File: config.mk
export PLATFORM = sky130hd
export DESIGN_NAME = uart_rx_block_flat
export DESIGN_NICKNAME = d
export VERILOG_FILES = /design/src/rtl/uart_rx_block_if.sv /design/src/rtl/uart_rx_block.sv /design/src/flat_wrapper.sv
export SDC_FILE = /design/constraint.sdc
export NUM_CORES = 1
export LEC_CHECK = 0
export ABC_AREA = 1
export BUFFER_PORTS_ARGS = -buffer_cell sky130_fd_sc_hd__buf_2
export CAP_MARGIN = 10
export CORE_MARGIN = 4
export CORE_UTILIZATION = 35
export CTS_BUF_LIST = sky130_fd_sc_hd__clkbuf_16
export DETAILED_ROUTE_END_ITERATION = 12
export SLEW_MARGIN = 20
export SYNTH_ARGS = -nofsm -noshare
export SYNTH_HDL_FRONTEND = slang
export SYNTH_SLANG_ARGS = --single-unit
File: constraint.sdc
create_clock -name clk16 -period 2 [get_ports clk16]
set_clock_uncertainty 0.15 [all_clocks]
set_input_delay 0.2 -clock clk16 [delete_from_list [all_inputs] [get_ports clk16]]
set_output_delay 0.2 -clock clk16 [all_outputs]
set_load 0.01 [all_outputs]
File: src/rtl/uart_rx_block_if.sv
// Host-side handshake of the UART receiver: the parallel byte, its valid/read pair and the status flags.
// The receiver drives everything except rx_rd, which comes from the host.
interface uart_rx_block_if #(
    parameter int DATA_BITS = 8
);
    logic                 rx_rd;
    logic [DATA_BITS-1:0] rx_data;
    logic                 rx_valid;
    logic                 rx_busy;
    logic                 frame_err;
    logic                 overrun;

    modport master (
        output rx_rd,
        input  rx_data, rx_valid, rx_busy, frame_err, overrun
    );

    modport slave (
        input  rx_rd,
        output rx_data, rx_valid, rx_busy, frame_err, overrun
    );
endinterface

File: src/rtl/uart_rx_block.sv
// 16x-oversampling UART receiver: 1 start, DATA_BITS data, 1 stop bit, 3-sample majority per bit,
// with a valid/read byte handshake and sticky framing-error and overrun flags.
module uart_rx_block #(
    parameter int DATA_BITS = 8,
    parameter bit LSB_FIRST = 1'b0
) (
    input  logic            clk16,
    input  logic            rst_n,
    input  logic            serial_in,
    uart_rx_block_if.slave  bus
);
    localparam int IW = (DATA_BITS > 1) ? $clog2(DATA_BITS) : 1;

    typedef enum logic [2:0] {IDLE, START, DATA, STOP, BREAK} state_t;

    state_t               state, state_next;
    logic                 sync1, s_in, s_prev;
    logic [3:0]           cnt, cnt_next;
    logic                 samp7, samp8, maj;
    logic                 shift_en, byte_done, frame_bad;
    logic [IW-1:0]        bit_idx;
    logic [DATA_BITS-1:0] shreg, shreg_next;

    // s_prev is one more stage so IDLE can see a genuine high-to-low transition of s_in.
    always_ff @(posedge clk16 or negedge rst_n) begin
        if (!rst_n) begin
            sync1  <= 1'b1;
            s_in   <= 1'b1;
            s_prev <= 1'b1;
        end else begin
            // NOTE: sequential state uses non-blocking assignments so every flop samples pre-edge values.
            sync1  <= serial_in;
            s_in   <= sync1;
            s_prev <= s_in;
        end
    end

    assign maj = (samp7 & samp8) | (samp7 & s_in) | (samp8 & s_in);

    always_ff @(posedge clk16 or negedge rst_n) begin
        if (!rst_n) begin
            state <= IDLE;
            cnt   <= 4'd0;
        end else begin
            state <= state_next;
            cnt   <= cnt_next;
        end
    end

    // The counter sits at 0 in IDLE, so the edge-detect cycle is count 0 of the start bit.
    always_comb begin
        // NOTE: every combinational output gets a default first, so no path can infer a latch.
        state_next = state;
        cnt_next   = cnt + 4'd1;
        shift_en   = 1'b0;
        byte_done  = 1'b0;
        frame_bad  = 1'b0;
        case (state)
            IDLE: begin
                cnt_next = 4'd0;
                if (s_prev && !s_in) begin
                    state_next = START;
                    cnt_next   = 4'd1;
                end
            end
            START: begin
                if (cnt == 4'd9) begin
                    if (maj) begin
                        state_next = IDLE;
                        cnt_next   = 4'd0;
                    end else begin
                        state_next = DATA;
                    end
                end
            end
            DATA: begin
                if (cnt == 4'd9) begin
                    shift_en = 1'b1;
                    if (bit_idx == IW'(DATA_BITS - 1)) state_next = STOP;
                end
            end
            STOP: begin
                if (cnt == 4'd9) begin
                    if (maj) begin
                        byte_done  = 1'b1;
                        state_next = IDLE;
                        cnt_next   = 4'd0;
                    end else begin
                        frame_bad  = 1'b1;
                        state_next = BREAK;
                    end
                end
            end
            BREAK: begin
                cnt_next = 4'd0;
                if (s_in) state_next = IDLE;
            end
            default: begin
                state_next = IDLE;
                cnt_next   = 4'd0;
            end
        endcase
    end

    always_comb begin
        if (LSB_FIRST) shreg_next = {maj, shreg[DATA_BITS-1:1]};
        else           shreg_next = {shreg[DATA_BITS-2:0], maj};
    end

    always_ff @(posedge clk16 or negedge rst_n) begin
        if (!rst_n) begin
            samp7   <= 1'b1;
            samp8   <= 1'b1;
            bit_idx <= '0;
            shreg   <= '0;
        end else begin
            if (cnt == 4'd7) samp7 <= s_in;
            if (cnt == 4'd8) samp8 <= s_in;
            if (state == START) bit_idx <= '0;
            else if (shift_en)  bit_idx <= bit_idx + IW'(1);
            if (shift_en) shreg <= shreg_next;
        end
    end

    // A read in the completion cycle frees the holding register, so the new byte is taken, not dropped.
    always_ff @(posedge clk16 or negedge rst_n) begin
        if (!rst_n) begin
            bus.rx_data   <= '0;
            bus.rx_valid  <= 1'b0;
            bus.frame_err <= 1'b0;
            bus.overrun   <= 1'b0;
        end else begin
            if (byte_done && (!bus.rx_valid || bus.rx_rd)) begin
                bus.rx_data  <= shreg;
                bus.rx_valid <= 1'b1;
            end else if (bus.rx_rd) begin
                bus.rx_valid <= 1'b0;
            end
            bus.overrun   <= (byte_done && bus.rx_valid && !bus.rx_rd) || (bus.overrun && !bus.rx_rd);
            bus.frame_err <= frame_bad || (bus.frame_err && !bus.rx_rd);
        end
    end

    assign bus.rx_busy = (state != IDLE);

endmodule

File: src/flat_wrapper.sv
// flat-port wrapper written by rule: the top's interface ports become plain ports
module uart_rx_block_flat 
#(
    parameter int DATA_BITS = 8,
    parameter bit LSB_FIRST = 1'b0
)
  (clk16, rst_n, serial_in, bus_rx_rd, bus_rx_data, bus_rx_valid, bus_rx_busy, bus_frame_err, bus_overrun);
  uart_rx_block_if #(.DATA_BITS(DATA_BITS)) bus_i ();
  input  logic clk16;
  input  logic rst_n;
  input  logic serial_in;
  input wire logic [$bits(bus_i.rx_rd)-1:0] bus_rx_rd;
  output wire logic [$bits(bus_i.rx_data)-1:0] bus_rx_data;
  output wire logic [$bits(bus_i.rx_valid)-1:0] bus_rx_valid;
  output wire logic [$bits(bus_i.rx_busy)-1:0] bus_rx_busy;
  output wire logic [$bits(bus_i.frame_err)-1:0] bus_frame_err;
  output wire logic [$bits(bus_i.overrun)-1:0] bus_overrun;
  assign bus_i.rx_rd = bus_rx_rd;
  assign bus_rx_data = bus_i.rx_data;
  assign bus_rx_valid = bus_i.rx_valid;
  assign bus_rx_busy = bus_i.rx_busy;
  assign bus_frame_err = bus_i.frame_err;
  assign bus_overrun = bus_i.overrun;
  uart_rx_block #(.DATA_BITS(DATA_BITS), .LSB_FIRST(LSB_FIRST)) u_core (.clk16(clk16), .rst_n(rst_n), .serial_in(serial_in), .bus(bus_i));
endmodule
## Word-level counts from Yosys, hierarchy flattened

Index checks and enable logic that the tools add are counted.

| storage, ports and cells | value |
|---|---|
| register bits after elaboration | 34 |
| input port bits | 4 |
| word-level logic and storage cells | 77 |

| cells by class | value |
|---|---|
| $add $sub $neg | 2 |
| eq/ne operators | 14 |
| mux-type cells | 25 |
| bitwise operators | 5 |
| reduce and logical (&&, ||, !) cells | 18 |

Operators by type and width:

| operator | number |
|---|---|
| $mux 3 | 9 |
| $pmux 3 s5 | 1 |
| $ne 2x1->1 const B | 6 |
| $pmux 4 s3 | 1 |
| $mux 1 | 11 |
| $eq 4x4->1 const B | 2 |
| $mux 4 | 2 |
| $eq 3x2->1 const B | 2 |
| $eq 3x3->1 const B | 2 |
| $logic_and 1x1->1 | 6 |
| $reduce_and 6->1 | 1 |
| $add 4x1->4 const B | 1 |
| $eq 4x3->1 const B | 1 |
| $reduce_bool 2->1 | 2 |
| $add 3x1->3 const B | 1 |
| $and 1x1->1 | 3 |
| $eq 3x1->1 const B | 1 |
| $logic_not 1->1 | 3 |
| $logic_not 3->1 | 1 |
| $logic_or 1x1->1 | 3 |
| $reduce_bool 3->1 | 1 |
| $mux 2 | 1 |
| $or 1x1->1 | 2 |
| $reduce_or 2->1 | 1 |

## Depth between registers and ports, before layout

Gate-level depths: netlist of the first run.

| logic depth | value |
|---|---|
| depth after elaboration | 9 |
| gate-level depth with buffers | 9 |
| depth with buffers taken out | 9 |

## Worst setup path before layout of the first run

Ideal clock, no wire load.

| timing | value |
|---|---|
| path type | register to register |
| from | register u_core.cnt[1] |
| to | register u_core.bus.rx_data[0] |
| setup time | 0.117 ns |
| arrival time | 1.180 ns |
| required time | 1.733 ns |
| setup slack | 0.553 ns |
| stages on the path, launching flop included | 10 |
| path buffers | 0 |
| period minus slack after synthesis | 1.447 ns |
| cells stage by stage | dfrtp_1 > inv_1 > ha_1 > nand3_2 > clkinv_4 > nand2_4 > nor2_8 > nand2_4 > nand2_1 > nand2_1 |

| on the way | value |
|---|---|
| word-level cells in the longest chain between the ends | 4 |

Ends and longest elaborated chain:

| element | RTL line | text |
|---|---|---|
| start, declared | uart_rx_block.sv:18 | `logic [3:0] cnt, cnt_next;` |
| start signal, assigned | uart_rx_block.sv:46 | `cnt <= cnt_next;` |
| $eq 4x4->1 | uart_rx_block.sv:83 | `if (cnt == 4'd9) begin` |
| $mux 1 | uart_rx_block.sv:83 |  |
| $mux 1 | uart_rx_block.sv:58 | `case (state)` |
| $logic_and 1x1->1 | uart_rx_block.sv:133 | `if (byte_done && (!bus.rx_valid \|\| bus.rx_rd)) begin` |
| end signal, assigned | uart_rx_block.sv:134 | `bus.rx_data <= shreg;` |
| end, declared | uart_rx_block_if.sv:20 | `output rx_data, rx_valid, rx_busy, frame_err, overrun` |

Every way passes these cells.
A chain may end at the register's enable or synchronous reset.

## Worst setup path in the final report of the first run

| timing | value |
|---|---|
| from | register u_core.cnt[1] |
| to | register u_core.bus.rx_data[7] |

The elaborated chain is that of the path after synthesis.

==> impl_metrics.yaml, run 1 <==
floorplan:
  die_h_um: 75.2
  die_area_sq_um: 5660
  initial_core_util: 0.363
  rows: 24
  ios: 16
  die_w_um: 75.2
  core_area_sq_um: 4350
grt:
  grt_pass1_vias: 1049
  grt_pass1_wl_um: 4660
  antenna_found_initial: 0
  grt_usage: 0.111
  grt_max_degree: 35
  grt_overflow: 0
synth:
  synth_area_leaders: "dfrtp_1 (46%), nand2_1 (15%), dfstp_2 (8.3%)"
  yosys_warnings: 0
  yosysTopAreaCell: "dfrtp_1"
  syn_area_sq_um: 1580
  synthCells: 175
  postSynthAreaPerCell_sq_um: 9.04
  yosys_register_bits: 34
  yosys.area.top_type_share: 0.459
  synth_cell_types: 22
  ys_seq_area_frac: 0.542
  mappedNetlistNets: 184
status:
  status: "finished, final reports clean"
placement:
  place_area_sq_um: 1710
  port_buffers: 15
  globalplace.congestion: 0.792
  dp_hpwl_um: 1980
  dp.cells: 241
layout:
  stdcell_area_sq_um: 1900
  final_cell_mix: "nand2_1 (62), dfrtp_1 (29), nand3_1 (19)"
  final_common_cell: "nand2_1"
  diodes: 0
  drive_above_1_share: 0.246
  areaGrowthSynthToFinish_pct: 19.9
  layoutNonFillerInstCount: 251
  final_util: 0.435
  fin_nets: 207
hold_path:
  min_path_type: "in -> reg"
  hp-start: "bus_rx_rd"
setup_path:
  r2r_start: "u_core.cnt[1]$_DFF_PN0_"
  worstPathRequired_ps: 2010
  critPathMaxFanout: 10
  crit_start: "u_core.cnt[1]$_DFF_PN0_"
  worstSetupStartpointType: "flip-flop"
  crit_type: "reg -> reg"
  cp.arrival_ps: 1570
  critPathCaptureType: "flip-flop"
drt:
  drc: 0
  highest_layer: "met4"
  wl_per_cell_um: 10.8
  m1WireLength_um: 1450
  first_pass_iters: 4
  met3WireLength_um: 132
  num_vias: 1118
  totalWireLength_um: 2720
  met2_wirelength_um: 1090
  drtAntennaViolNets: 0
  via_per_inst: 4.45
  drt_iter0_markers: 69
clocking:
  cts-htree-levels: 2
  cts_buffers: 5
  cts_tree: "done"
  postCtsSetupRepairBufs: 0
  clock_sinks: 34
  clk_latency_ps: 270
  clockBufferDepth: 2
  path_clk_slew_ps: 50
  ctsRootBufferMaster: "clkbuf_16"
timing:
  max-slew-margin-rel: 0.486
  finalCritPeriodShare: 0.780
  rsz0062_at_grt: "false"
  tightest_slew_ps: 771
  maxSlewViolCount: 0
  max_freq_mhz: 641
  hold_violations: 0
  fin_tns_setup_ps: 0
  setup_viol: 0
  final.min_clock_period_ps: 1560
  holdWs_ps: 71.9
power:
  peakVddDrop_mv: 0.420
  p_leak_nw: 1.06
  power.density_nw_per_um2: 1200
run:
  drv_cap: 0
## final cells by class
class / instances / area, sq um
inverter: 21 / 83.8
sequential: 34 / 857
multi-input combinational: 119 / 629
timing repair buffer: 17 / 95.1
fill: 439 / 2460
tap: 52 / 65.1
clock inverter: 3 / 40.0
clock buffer: 5 / 125
## logic make-up (layout without fill, tap and decap cells)
group,Yosys count,after routing,synth area share
and+or+nand+nor,101,101,0.311
DFF,34,34,0.542
buffers and inverters,22,46,0.0601
AOI/OAI and AO/OA,11,11,0.0364
adders and majority gates,5,5,0.0396
xor gates and xnor gates,2,2,0.0111
## power breakdown
part	internal [W]	leakage [nW]	switching, W
clock network	0.000582	0.0836	0.000271
logic	0.000196	0.525	0.000335
registers	0.000789	0.447	0.0000934
## sequential cells by signal, summed over array words and instances, names as in the netlist
register and flops:
u_core.bit_idx 3, u_core.bus.frame_err 1, u_core.bus.overrun 1, u_core.bus.rx_data 8
u_core.bus.rx_valid 1, u_core.cnt 4, u_core.s_in 1, u_core.s_prev 1
u_core.samp7 1, u_core.samp8 1, u_core.shreg 8, u_core.state 3
u_core.sync1 1
## synth_stat cells
cell type,n
nor2_1,2
o21bai_1,1
nand4_1,2
nor2_2,6
xnor2_1,1
buf_6,1
inv_1,15
xor2_1,1
inv_2,5
dfstp_2,5
nand3_2,3
dfrtp_1,29
ha_1,5
nand3_1,19
o21ai_1,10
nor3_1,1
nor2_8,1
clkinv_4,1
nand2_4,3
nor2_4,1
nand2_1,62
nand2_2,1
## worst paths after layout
check | endpoint | slack, ps | cells after the start
setup / recovery | u_core.bus.rx_data[7]$_DFFE_PN0P_ | 440 | 9
hold reg to reg | u_core.s_in$_DFF_PN1_ | 200 | 0
hold / removal | u_core.bus.frame_err$_DFF_PN0_ | 70 | 4
min in group asynchronous | u_core.state[1]$_DFFE_PN0P_ | 390 | 2
setup reg to reg | u_core.bus.rx_data[7]$_DFFE_PN0P_ | 440 | 9
max in group asynchronous | u_core.shreg[6]$_DFFE_PN0P_ | 820 | 2
## worst max-delay path: stages, from the launching register on
cell      delay, ps
dfrtp_1         390
inv_1            80
ha_1            180
nand3_2         120
clkinv_4         90
nand2_4          70
nor2_8          150
nand2_4         100
nand2_1          70
nand2_1          40
## layer usage
layer | track usage | vias to the layer above
li1 | - | 599
met1 | 0.155 | 496
met2 | 0.155 | 18
met3 | 0.0320 | 5
met4 | 0.0583 | 0
met5 | 0 | -
## what timing repair did
action,in CTS,in global routing
hold buffers,2,0
hold endpoints to repair,30,0
resized for setup,0,0
## per-stage QoR
| step | power [W] | setup slack, ps |
|---|---|---|
| after CTS | 0.00230 | 424 |
| after global placement | 0.00143 | 475 |
| final | 0.00227 | 440 |
| after global routing | 0.00241 | 290 |
| after detailed placement | 0.00143 | 437 |
| after floorplan | 0.00131 | 553 |
Power figures use the tool's default switching activity.
==> run 2, diff against run 1 <==
--- a/config.mk
+++ b/config.mk
@@ -5,7 +5,7 @@
 export SDC_FILE = /design/constraint.sdc
 export NUM_CORES = 1
 export LEC_CHECK = 0
-export ABC_AREA = 1
+export ABC_AREA = 0
 export BUFFER_PORTS_ARGS = -buffer_cell sky130_fd_sc_hd__buf_2
 export CAP_MARGIN = 10
 export CORE_MARGIN = 4
==> constraint.sdc (replaced) <==
create_clock -name clk16 -period 1.6 [get_ports clk16]
set_clock_uncertainty 0.15 [all_clocks]
set_input_delay 0.16 -clock clk16 [delete_from_list [all_inputs] [get_ports clk16]]
set_output_delay 0.16 -clock clk16 [all_outputs]
set_load 0.01 [all_outputs]
==> run 2 against run 1 <==
Compared with the run above: the run now ends with negative setup slack left; sequential cell count unchanged; global-route usage up 1.8 points; die area down 0.57%; combinational power up 110%; clock-buffer cell count unchanged; setup slack worse by 550 ps; fmax down 8.6%; non-clock buffer count up 25; area after synthesis down 0.63%; utilization up 5.6 points; sequential share of layout area down 5.1 points; largest power group is now combinational cells; highest routed layer unchanged.
==> impl_metrics.yaml, run 2 <==
floorplan:
  ios: 16
  rows: 24
  core_area_sq_um: 4350
  die_w_um: 75.0
  die_area_sq_um: 5630
  initial_core_util: 0.361
  die_h_um: 75.0
synth:
  synth_area_leaders: "dfrtp_1 (46%), dfstp_2 (8.4%), mux2_4 (7.6%)"
  synth_commonest_cells: "dfrtp_1 (29), mux2_1 (10), mux2_4 (8)"
  yosys_register_bits: 34
  ys.flop_type: "dfrtp_1"
  yosys.area.top_type_share: 0.462
  synth_edf_count: 0
  yosysTopAreaCell: "dfrtp_1"
  ys_async_sr_fraction: 1.00
  syn_area_sq_um: 1570
  synthCells: 108
  postSynthAreaPerCell_sq_um: 14.6
  post-synth-top-count-cell: "dfrtp_1"
  mappedNetlistNets: 117
  ys_seq_area_frac: 0.545
  synth_cell_types: 39
  yosys_warnings: 0
clocking:
  clk_latency_ps: 270
  cts_buffers: 5
  cts_tree: "done"
  cts-htree-levels: 2
  path_clk_slew_ps: 50
  clock_sinks: 34
  clockBufferDepth: 2
  ctsRootBufferMaster: "clkbuf_16"
layout:
  final_common_cell: "dfrtp_1"
  fillers: 363
  final_cell_mix: "dfrtp_1 (29), buf_4 (19), mux2_4 (16)"
  areaGrowthSynthToFinish_pct: 36.1
  final_util: 0.491
  diodes: 0
  drive_above_1_share: 0.539
  fin_nets: 162
  reg.largest.list: "u_core.bus.rx_data (8), u_core.shreg (8), u_core.cnt (4)"
placement:
  port_buffers: 15
  dp_hpwl_um: 2140
  globalplace.congestion: 0.763
status:
  violations: "negative setup slack"
  status: "finished with violations"
timing:
  setup_slack_ps: -106
  hold_violations: 0
  tightest_slew_ps: 237
  final.min_clock_period_ps: 1710
  holdWs_ps: 138
  maxSlewViolCount: 0
  max-slew-margin-rel: 0.841
  finalCritPeriodShare: 1.07
  setup_viol: 22
  rsz0062_at_grt: "true"
  max_freq_mhz: 586
setup_path:
  cp.arrival_ps: 1710
  worstSetupStartpointType: "flip-flop"
  slowest_delay_ps: 390
  cp_slowest_cell: "dfrtp_1"
  crit_type: "reg -> reg"
  cp_top_family: "simple AND/OR/NAND/NOR gates"
  crit_buf_inv: 1
  rrSetupSlack_ps: -110
  critPathMaxFanout: 8
  crit_start: "u_core.cnt[1]$_DFF_PN0_"
  crit_chain: "inv_2, ha_4, nand4b_1, nand4b_4, mux2_4"
  worstPathRequired_ps: 1610
  r2r_start: "u_core.cnt[1]$_DFF_PN0_"
  critPathCaptureType: "flip-flop"
hold_path:
  min_path_type: "in -> reg"
  hp-start: "bus_rx_rd"
power:
  power.density_nw_per_um2: 1460
  peakVddDrop_mv: 0.840
  p_leak_nw: 1.10
grt:
  grt_pass1_wl_um: 5350
  grt_overflow: 0
  antenna_found_initial: 0
  grt_max_degree: 35
  grt_pass1_vias: 1086
  grt_usage: 0.129
drt:
  via_per_inst: 5.13
  drc: 0
  totalWireLength_um: 3390
  drt_iter0_markers: 32
  drtAntennaViolNets: 0
  first_pass_iters: 4
  wl_per_cell_um: 16.5
  num_vias: 1056
run:
  drv_cap: 0
run 2: cell count changes in the layout (fill, tap and decap cells not counted), moves of 4 or more:
cell | previous run | this run
o21ai_1 | 10 | 1
nand2_1 | 62 | 2
buf_6 | 0 | 4
buf_4 | 0 | 19
nor2_2 | 6 | 1
inv_1 | 15 | 4
inv_2 | 5 | 1
a32o_1 | 0 | 5
mux2_4 | 0 | 16
nand3_1 | 19 | 2
run 2: path summary, 6_finish.rpt:
path | to | cells after the start
max | u_core.bus.rx_data[4]$_DFFE_PN0P_ | 5
min | u_core.bus.rx_valid$_DFFE_PN0P_ | 3
max reg2reg | u_core.bus.rx_data[4]$_DFFE_PN0P_ | 5
min reg2reg | u_core.s_in$_DFF_PN1_ | 0
max in group asynchronous | u_core.s_prev$_DFF_PN1_ | 3
min in group asynchronous | u_core.bus.rx_data[6]$_DFFE_PN0P_ | 3
run 2: cell type report:
type                            count  area [sq um]  area share
Clock buffer                        5           125      0.0585
Clock inverter                      3          12.5     0.00585
Inverter                            4          15.0     0.00702
Multi-Input combinational cell     66           751       0.351
Sequential cell                    34           857       0.401
Tap cell                           52          65.1      0.0304
Timing Repair Buffer               42           313       0.146
run 2: what timing repair did:
item | in CTS | in global routing
resized for setup | 16 | 3
endpoints found under the hold margin | 37 | 2
pin swaps | 7 | 4
setup endpoints to repair | 25 | 25
setup buffers | 5 | 6
hold buffers | 2 | 1
run 2: power by group:
group	switching [W]	internal (W)	total (W)
logic	0.000526	0.000610	0.00114
clock network	0.000332	0.000561	0.000893
registers	0.0000920	0.00100	0.00109
run 2: cell families (layout without fill, tap and decap cells):
group / Yosys count / count (layout) / synth area share
XOR/XNOR: 2 / 2 / 0.0111
buffers and inverters: 8 / 54 / 0.0247
AND/OR/NAND/NOR: 27 / 27 / 0.147
multiplexers: 18 / 18 / 0.148
AO/OA/AOI/OAI: 13 / 13 / 0.0748
adder cells (fa/ha/maj): 6 / 6 / 0.0486
flip-flops: 34 / 34 / 0.545
run 2: per-stage QoR:
step	std cells	power (W)	setup TNS, ps	cell area (sq um)	setup slack (ps)
2_1_floorplan	108	0.00166	-358	1580	-23.8
3_3_place_gp	185	0.00194	-1110	1810	-84.4
3_5_place_dp	185	0.00197	-1890	1810	-136
4_1_cts	200	0.00304	-1200	2070	-88.2
5_1_grt	206	0.00328	-2520	2140	-173
6_report	206	0.00312	-1340	2140	-106
run 2: layer usage:
layer  part of all wire  wire length, um  GRT usage
met2               0.49             1640      0.197
met1               0.46             1560      0.168
met4              0.032              109     0.0593
met3              0.023               78     0.0360
met5                  0                0          0
run 2: worst min-delay path, stage by stage:
cell and delay, ps:
buf_2 90, nand2b_1 180, nand2_1 80
==> run 3, diff against run 2 <==
--- a/config.mk
+++ b/config.mk
@@ -9,10 +9,12 @@
 export BUFFER_PORTS_ARGS = -buffer_cell sky130_fd_sc_hd__buf_2
 export CAP_MARGIN = 10
 export CORE_MARGIN = 4
-export CORE_UTILIZATION = 35
+export CORE_UTILIZATION = 55
 export CTS_BUF_LIST = sky130_fd_sc_hd__clkbuf_16
 export DETAILED_ROUTE_END_ITERATION = 12
+export PLACE_DENSITY = 0.75
 export SLEW_MARGIN = 20
 export SYNTH_ARGS = -nofsm -noshare
 export SYNTH_HDL_FRONTEND = slang
 export SYNTH_SLANG_ARGS = --single-unit
+export TNS_END_PERCENT = 20
==> run 3 against run 2 <==
Compared with the run above: the run ends with negative hold slack, negative setup slack left; die area decreased by 33%; cell count decreased by 12%; clock power increased by 35%; first-iteration DRC count decreased by 34%; cell area decreased by 1.8%; sequential cell count unchanged; global-route usage increased by 5.4 points; critical path depth unchanged; fmax increased by 1.7%; critical path type unchanged; combinational power decreased by 4%; sequential power about the same; highest routed layer unchanged; wire length decreased by 8.6%.
==> impl_metrics.yaml, run 3 (synthesis gave the netlist of run 2 again) <==
status:
  status: "finished with violations"
  violations: "negative hold slack, negative setup slack"
setup_path:
  crit_cells: 5
  cp.arrival_ps: 1680
  crit_type: "reg -> reg"
  crit_buf_inv: 1
  crit_chain: "inv_2, ha_4, nand4b_1, nand4b_4, mux2_4"
  cp_slowest_cell: "dfrtp_1"
  worstSetupStartpointType: "flip-flop"
  crit_start: "u_core.cnt[1]$_DFF_PN0_"
  rrSetupSlack_ps: -80
  critPathMaxFanout: 8
  slowest_delay_ps: 390
  ff2ff_path_depth: 5
  critPathCaptureType: "flip-flop"
  r2r_start: "u_core.cnt[1]$_DFF_PN0_"
  cp_top_family: "simple AND/OR/NAND/NOR gates"
  worstPathRequired_ps: 1610
drt:
  totalWireLength_um: 3100
  num_vias: 1049
  drc: 0
  first_pass_iters: 4
  via_per_inst: 5.80
  drt_iter0_markers: 21
  drtAntennaViolNets: 0
  wl_per_cell_um: 17.1
floorplan:
  core_area_sq_um: 2730
  initial_core_util: 0.575
  die_area_sq_um: 3780
  rows: 19
  die_h_um: 61.5
  die_w_um: 61.5
  ios: 16
clocking:
  cts_buffers: 5
  cts-htree-levels: 2
  ctsRootBufferMaster: "clkbuf_16"
  clk_latency_ps: 270
  cts_tree: "done"
  path_clk_slew_ps: 50
  hold_buffers: 2
  clockBufferDepth: 2
  clock_sinks: 34
placement:
  globalplace.congestion: 0.814
  port_buffers: 15
  dp_hpwl_um: 1970
  dp.cells: 165
power:
  power.density_nw_per_um2: 1620
  switching_share: 0.274
  power.share.clock: 0.355
  peakVddDrop_mv: 1.36
  intPower_w: 0.00247
  p_comb_frac: 0.324
  total_power_w: 0.00341
  p_leak_nw: 1.09
  p_sw_w: 0.000934
  p_seq_frac: 0.322
layout:
  fin_nets: 158
  drive_above_1_share: 0.520
  final_common_cell: "dfrtp_1"
  layoutNonFillerInstCount: 181
  areaGrowthSynthToFinish_pct: 33.7
  diodes: 0
  reg.largest.list: "u_core.bus.rx_data (8), u_core.shreg (8), u_core.cnt (4)"
  final_cell_mix: "dfrtp_1 (29), buf_4 (17), buf_2 (15)"
  fillers: 159
grt:
  grt_usage: 0.182
  grt_pass1_wl_um: 4860
  busiest_layer: "met2"
  antenna_found_initial: 0
  grt_pass1_vias: 988
  met2_usage: 0.299
  grt_overflow: 0
  grt_max_degree: 35
  met3_usage: 0.0566
  use_met1: 0.227
timing:
  finalCritPeriodShare: 1.05
  fin_tns_setup_ps: -1150
  rsz0062_at_grt: "true"
  holdWs_ps: -44.2
  tightest_slew_ps: 421
  maxSlewViolCount: 0
  final.min_clock_period_ps: 1680
  hold_violations: 2
  max-slew-margin-rel: 0.719
  max_freq_mhz: 596
  setup_viol: 21
  setup_slack_ps: -76.8
hold_path:
  min_path_type: "in -> reg"
  min_path_cells: 2
  hp-start: "bus_rx_rd"
run:
  drv_cap: 0
-- run 3: cell count changes in the layout (fill, tap and decap cells not counted), moves of 2 or more --
cell,previous run,this run
mux2_4,16,13
bufinv_16,0,2
buf_4,19,17
mux2_1,2,5
-- run 3: final timing paths --
| check | endpoint |
|---|---|
| max | u_core.bus.rx_data[7]$_DFFE_PN0P_ |
| min | u_core.bus.overrun$_DFF_PN0_ |
| max reg2reg | u_core.bus.rx_data[7]$_DFFE_PN0P_ |
| min reg2reg | u_core.s_in$_DFF_PN1_ |
| max in group asynchronous | u_core.sync1$_DFF_PN1_ |
| min in group asynchronous | u_core.bus.frame_err$_DFF_PN0_ |
-- run 3: per-stage QoR --
stage | util | area (sq um) | hold WS (ps) | setup slack [ps]
finish | 0.768 | 2100 | -44.2 | -76.8
global route | 0.768 | 2100 | -16.9 | -130
CTS | 0.744 | 2030 | -46.9 | -73.5
detailed placement | 0.651 | 1780 | 62.3 | -138
global placement | 0.651 | 1780 | 55.4 | -60.7
floorplan | - | 1580 | -286 | -23.8
-- run 3: repair_timing --
| item | in CTS | in global routing |
|---|---|---|
| gates resized for setup | 8 | 7 |
| pin swaps | 6 | 5 |
| endpoints found under the hold margin | 32 | 2 |
| setup endpoints to repair | 22 | 24 |
| buffers inserted | 2 | 4 |
-- run 3: power groups by stage --
| stage | clock network (W) | logic, W | registers (W) |
|---|---|---|---|
| 6_report | 0.00121 | 0.00110 | 0.00110 |
| 4_1_cts | 0.00123 | 0.000967 | 0.00109 |
| 5_1_grt | 0.00127 | 0.00120 | 0.00111 |
| 2_1_floorplan | 0 | 0.000558 | 0.00110 |
| 3_5_place_dp | 0 | 0.000885 | 0.00109 |
| 3_3_place_gp | 0 | 0.000848 | 0.00108 |
-- run 3: worst reg2reg max path, cell delays in order, from the launching register on --
cell and delay [ps]:
dfrtp_1 390, inv_2 80, ha_4 120, nand4b_1 120
nand4b_4 330, mux2_4 370
-- run 3: area by class of cell --
type	instances	area (sq um)	area share
clock buffer	5	125	0.0596
clock inverter	3	63.8	0.0304
inverter	4	15.0	0.00715
multi-input combinational	66	733	0.349
sequential	34	857	0.408
tap	31	38.8	0.0185
timing repair buffer	38	268	0.127
-- run 3: routing by layer --
metal | wire, um | vias to the layer above
met2 | 1560 | 25
li1 | - | 484
met5 | 0 | -
met3 | 144 | 6
met4 | 38 | 0
met1 | 1350 | 534
